**src/rtl/regfile_write_port.sv**
```systemverilog
// Write side of the register file: buffers write requests in a small FIFO and commits one per
// falling clock edge into a flat register bank, flagging buffered writes that hit rd_addr.
module regfile_write_port #(
    parameter int unsigned NREGS    = 32,
    parameter int unsigned WIDTH    = 32,
    parameter int unsigned AW       = 5,
    parameter int unsigned DEPTH    = 2,
    parameter int unsigned ZERO_REG = 1
) (
    input  logic                     clk,
    input  logic                     reset,
    input  logic                     wr_valid,
    output logic                     wr_ready,
    input  logic [AW-1:0]            wr_addr,
    input  logic [WIDTH-1:0]         wr_data,
    input  logic [AW-1:0]            rd_addr,
    output logic                     pending_hit,
    output logic [NREGS*WIDTH-1:0]   regs_flat,
    output logic                     wr_done,
    output logic [AW-1:0]            done_addr,
    output logic [$clog2(DEPTH):0]   count
);

    localparam int unsigned PW = $clog2(DEPTH);
    localparam int unsigned CW = PW + 1;

    logic [AW-1:0]    fifo_addr_q [DEPTH];
    logic [AW-1:0]    fifo_addr_d [DEPTH];
    logic [WIDTH-1:0] fifo_data_q [DEPTH];
    logic [WIDTH-1:0] fifo_data_d [DEPTH];
    logic [DEPTH-1:0] valid_q, valid_d;
    logic [PW-1:0]    head_q, head_d, tail_q, tail_d;
    logic [CW-1:0]    count_q, count_d;
    logic [WIDTH-1:0] regs_q [NREGS];
    logic [WIDTH-1:0] regs_d [NREGS];
    logic             wr_done_q, wr_done_d;
    logic [AW-1:0]    done_addr_q, done_addr_d;
    logic [NREGS-1:0] wr_en;
    logic             push, pop;

    assign wr_ready  = (count_q != CW'(DEPTH));
    assign wr_done   = wr_done_q;
    assign done_addr = done_addr_q;
    assign count     = count_q;

    always_comb begin
        push        = wr_valid && wr_ready;
        pop         = (count_q != '0);
        fifo_addr_d = fifo_addr_q;
        fifo_data_d = fifo_data_q;
        valid_d     = valid_q;
        head_d      = head_q;
        tail_d      = tail_q;
        wr_en       = '0;
        wr_done_d   = 1'b0;
        done_addr_d = done_addr_q;

        if (push) begin
            fifo_addr_d[tail_q] = wr_addr;
            fifo_data_d[tail_q] = wr_data;
            valid_d[tail_q]     = 1'b1;
            tail_d              = tail_q + PW'(1);
        end
        // A pop never aliases the push slot: head == tail with count != 0 only when full.
        if (pop) begin
            wr_en           = NREGS'(1) << fifo_addr_q[head_q];
            valid_d[head_q] = 1'b0;
            head_d          = head_q + PW'(1);
            wr_done_d       = 1'b1;
            done_addr_d     = fifo_addr_q[head_q];
        end
        if (ZERO_REG != 0) begin
            wr_en[0] = 1'b0;
        end

        for (int i = 0; i < NREGS; i++) begin
            regs_d[i] = wr_en[i] ? fifo_data_q[head_q] : regs_q[i];
        end

        unique case ({push, pop})
            2'b10:   count_d = count_q + CW'(1);
            2'b01:   count_d = count_q - CW'(1);
            default: count_d = count_q;
        endcase
    end

    always_comb begin
        pending_hit = 1'b0;
        for (int i = 0; i < DEPTH; i++) begin
            if (valid_q[i] && (fifo_addr_q[i] == rd_addr)) begin
                pending_hit = 1'b1;
            end
        end
        if ((ZERO_REG != 0) && (rd_addr == '0)) begin
            pending_hit = 1'b0;
        end
    end

    always_comb begin
        for (int i = 0; i < NREGS; i++) begin
            regs_flat[i*WIDTH +: WIDTH] = regs_q[i];
        end
    end

    always_ff @(negedge clk or posedge reset) begin
        if (reset) begin
            for (int i = 0; i < DEPTH; i++) begin
                fifo_addr_q[i] <= '0;
                fifo_data_q[i] <= '0;
            end
            for (int i = 0; i < NREGS; i++) begin
                regs_q[i] <= '0;
            end
            valid_q     <= '0;
            head_q      <= '0;
            tail_q      <= '0;
            count_q     <= '0;
            wr_done_q   <= 1'b0;
            done_addr_q <= '0;
        end else begin
            fifo_addr_q <= fifo_addr_d;
            fifo_data_q <= fifo_data_d;
            regs_q      <= regs_d;
            valid_q     <= valid_d;
            head_q      <= head_d;
            tail_q      <= tail_d;
            count_q     <= count_d;
            wr_done_q   <= wr_done_d;
            done_addr_q <= done_addr_d;
        end
    end

endmodule
```
**config.mk**
```make
export PLATFORM = sky130hd
export DESIGN_NAME = regfile_write_port
export DESIGN_NICKNAME = d
export VERILOG_FILES = /design/src/rtl/regfile_write_port.sv
export SDC_FILE = /design/constraint.sdc
export NUM_CORES = 2
export LEC_CHECK = 0
export ABC_AREA = 1
export CORE_AREA = 2 2 425 427
export CTS_CLUSTER_SIZE = 25
export DETAILED_ROUTE_END_ITERATION = 16
export DIE_AREA = 0 0 427 429
export PLACE_DENSITY = 0.53
export RECOVER_POWER = 100
export SLEW_MARGIN = 20
export SYNTH_ARGS = -nofsm -noshare
export SYNTH_HDL_FRONTEND = slang
export SYNTH_SLANG_ARGS = --single-unit
```
**constraint.sdc**
```tcl
create_clock -name clk -period 36.4 [get_ports clk]
set_clock_uncertainty 0.1 [all_clocks]
set_input_delay 7.28 -clock clk [delete_from_list [all_inputs] [get_ports clk]]
set_output_delay 7.28 -clock clk [all_outputs]
set_load 0.02 [all_outputs]
```
# == Word-level counts from Yosys, hierarchy flattened ==
# Cells that the tools add are included.
# W data, S select, Z words.
# word_totals
mem_bits_rw,0
word_cells,96
ff_bits,1078
out_inout_bits,1034
n_memories,0
rom_bits,0
latch_bits,0
inputBits,45
# op_classes
shifts,1
n_mux,24
n_addsub,4
n_reduce_logical,9
eq_ne,5
mul,0
bitwise,5
n_lt_le_gt_ge,7
div,0
# op_table
operator,n
$mux W32,5
$bwmux W64,1
$demux W32 S1,1
$shl A1 B5 Y32 const A,1
$mux W5,4
$bwmux W10,1
$eq A5 B5 Y1,2
$logic_and A1 B1 Y1,6
$mux W1,6
$demux W5 S1,1
$logic_not A5 Y1,1
$ge A2 B2 Y1 const B,2
$lt A1 B2 Y1 const B,2
$mux W2,2
$not A1 Y2,2
$pmux W2 S2,1
$reduce_bool A2 Y1,2
$add A1 B1 Y1 const B,2
$add A2 B1 Y2 const B,1
$and A2 B2 Y2,1
$demux W1 S1,2
$eq A2 B1 Y1 const B,1
$eq A2 B2 Y1 const B,1
$ge A1 B1 Y1 const B,2
other kinds (5),5

# == Logic depth before layout (Yosys ltp) ==
# logic_depth
ltp_word,8
ltp_mapped,12
ltp_nobuf,9

==> metrics.md <==
| Metric | Value |
|---|---|
| Outcome | `finished with violations` |
| Failing checks | `max-capacitance violations, max-slew violations` |
| Post-synthesis compound-gate area fraction | `0.0103` |
| Crit end category | `async pin` |
| Drt wl/cell | `about 26 microns` |
| WS Path Type | `input pin to async pin` |
| Initial antenna violation count | `23` |
| Prevailing post-synth register cell | `dfrtn_1` |
| IO buf count | `1046` |
| Synth warnings | `0` |
| CTS root buf | `clkbuf_16` |
| FF+latch count, synth | `~1100` |
| Core ar. | `between 150000 and 200000 sq um` |
| Final setup viols | `0` |
| Setup Fix Bufs, Post-CTS | `0` |
| First-pass iteration count of the detailed router | `5` |
| # DRC | `0` |
| CP Max Fanout | `a little under 70` |
| Synth Area in XOR/XNOR | `0.000396` |
| Met1 WL | `about 86000 microns` |
| Ports | `~1100` |
| WHS | `between 300 and 400 ps` |
| TritonCTS clock tree | `yes` |
| Die height | `429 microns` |
| HP Class | `flop to flop` |
| RSZ-0062 raised after global routing | `no` |
| Routed wl met3 | `around 16000 microns` |
| Clk buf depth | `3` |
| Die ar. | `between 150000 and 200000 sq um` |
| Distinct cells, synth | `26` |
| Post-layout nets | `between 5000 and 6000` |
| Hold Buf Count CTS | `0` |
| Largest net degree at the start of global routing | `between 150 and 200` |
| Post-synthesis instance total | `between 5000 and 6000` |
| Slew HR | `-2.32` |
| Max-slew violations | `~2400` |
| H-tree lvl count | `4` |
| Register area share after synthesis | `0.611` |
| Maximum VDD drop | `approximately 0.062 mV` |
| Setup WS post-layout | `5700 ps` |
| Clock Sinks | `about 1100` |
| Gr ovfl total | `0` |
| Largest family of logic cells by synthesized area | `simple AND/OR/NAND/NOR gates` |
| Syn-to-layout area delta | `36.9%` |
| Initial DRC count | `4132` |
| Dpl ws | `approximately 7400 ps` |
| Row count | `around 160` |
| GRT Util Overall | `0.229` |
| Top routing layer used | `met5` |
| Mux cell area share after synthesis | `0` |
| Vias in the first global route | `37973` |
| Post-Synth Adder-Cell Area | `0` |
| P_leak | `32.9 nW` |
| Initial Util | `0.248` |
| Final Power | `approximately 0.0062 W` |
| Inst Count DP | `8033` |
| Final WL | `between 200000 and 250000 microns` |
| Non-Filler Instances | `a little over 8000` |
| Maxcap violations | `52` |
| Synth Cell Area | `44200 sq um` |
| Met2 routed WL | `between 100000 and 150000 microns` |
| Post-synth EDFFs | `0` |
| Fill cells | `~19000` |
| Data required time of the worst path | `approximately 18000 ps` |
| Layout cells sized above 1 | `0.0549` |
| Hpwl dp | `between 100000 and 150000 microns` |
| Simple-Gate Fraction of Synth Area | `0.320` |
| Clock transition at the registers of the reported paths | `approximately 40 ps` |
| Detail-routed via count per cell | `between 4 and 5` |
| Post-route antenna net violation count | `0` |
| Syn avg cell area | `just under 9 sq um` |
| Worst-skew pair later-pin latency | `roughly 720 ps` |
| First-pass GRT wire length | `about 300000 microns` |
| Via count | `around 41000` |
| Final hold viol count | `0` |
| Asr flop ratio synth | `1.00` |
| Post-cts sizing count | `0` |
| Type of origin of the critical path | `input pin` |
| Gpl congestion | `0.824` |
| PwrDens | `about 100 nW/um^2` |
| Critical path arrival | `around 12000 ps` |
| Worst slew pin tran | `approximately 5000 ps` |
| CTS Buf Count | `130` |
| Die X-Extent | `approximately 430 microns` |
| Sum Neg Setup Slack | `0 ps` |
-- placed cells by master (no fill, tap or decap), types with 3 or more instances in the layout --
master           netlist  final
conb_1                 1     32
dfrtn_1             1078   1078
clkinvlp_2             0      3
clkinv_4               0      3
nand4_1              512    512
clkbuf_8               0     26
buf_4                 47     60
inv_6                  0      7
inv_1                 61     60
clkbuf_1             265     65
nand3_1              402    402
diode_2                0      7
nor2_4                 7     11
clkinv_2               0     16
clkinvlp_4             0      3
nand2_1             2318   2287
dlygate4sd3_1          0   1004
nand2_4                0      8
bufinv_16              0      5
nor2_1                11     10
nand2_2                9     32
clkinv_8               0      4
clkbuf_16              0    135
o21ai_0               79     80
clkdlybuf4s50_1        0     42
buf_12                 0      4
-- logic make-up after synthesis --
| group | Yosys count |
|---|---|
| buffers and inverters | 575 |
| other | 1 |
| AO/OA/AOI/OAI | 86 |
| flip-flops | 1078 |
| XOR/XNOR | 2 |
| AND/OR/NAND/NOR | 3266 |
-- state kept, by name (all words and copies together) (netlist names) --
name,flops
regs_flat,992
fifo_data_q,64
fifo_addr_q,10
done_addr,5
count,2
valid_q,2
head_q,1
tail_q,1
wr_done,1
-- per-layer routing --
| metal | track usage | vias to the layer above |
|---|---|---|
| li1 | - | 17845 |
| met1 | 0.290 | 20360 |
| met2 | 0.368 | 1914 |
| met3 | 0.0498 | 497 |
| met4 | 0.115 | 20 |
| met5 | 0 | - |
-- cell type report --
| cell class | count | area, sq um | area share |
|---|---|---|---|
| Sequential cell | 1078 | 27000 | 0.446 |
| Clock buffer | 186 | 3830 | 0.0633 |
| Antenna cell | 7 | 17.5 | 0.000290 |
| Timing Repair Buffer | 1150 | 11200 | 0.184 |
| Tap cell | 2355 | 2950 | 0.0487 |
| Clock inverter | 40 | 445 | 0.00736 |
| Inverter | 64 | 244 | 0.00403 |
| Multi-Input combinational cell | 3386 | 14900 | 0.246 |
-- synthesized netlist by cell type (all sizes together), types with 2 or more instances --
master / number / area share
a21oi: 2 / 0.00023
nand4: 512 / 0.072
nand3: 404 / 0.046
a22oi: 2 / 0.00034
clkbuf: 265 / 0.023
xor2: 2 / 0.00040
o21ai: 81 / 0.0095
buf: 246 / 0.030
nor2: 22 / 0.0036
nand2: 2327 / 0.20
dfrtn: 1078 / 0.61
inv: 64 / 0.0054
-- worst max-delay path, stage by stage --
cell           delay, ps
dlygate4sd3_1        600
clkinvlp_2           600
clkbuf_1            1130
clkbuf_1            2770
-- path summary, 6_finish.rpt --
kind / from / slack, ps / cells past startpoint / endpoint
max in group clk: wr_valid / 7950 / 6 / fifo_data_q[46]
setup / recovery: reset / 5700 / 4 / regs_flat[362]
min in group asynchronous: reset / 25240 / 2 / regs_flat[939]
hold / removal: regs_flat[512] / 310 / 2 / regs_flat[512]
setup reg to reg: head_q / 22800 / 9 / regs_flat[663]
hold reg to reg: regs_flat[512] / 310 / 2 / regs_flat[512]
-- power by group --
group	switching (W)	internal, W	leakage (nW)
logic	0.00225	0.000746	16.3
registers	0.000233	0.00165	14.5
clock network	0.000556	0.000771	2.11
-- per-stage QoR --
stage | utilization | area [sq um]
finish | 0.340 | 60500
global route | 0.340 | 60500
CTS | 0.341 | 60700
detailed placement | 0.317 | 56400
global placement | 0.317 | 56400
floorplan | - | 44300
(Power assumes the default switching activity.)
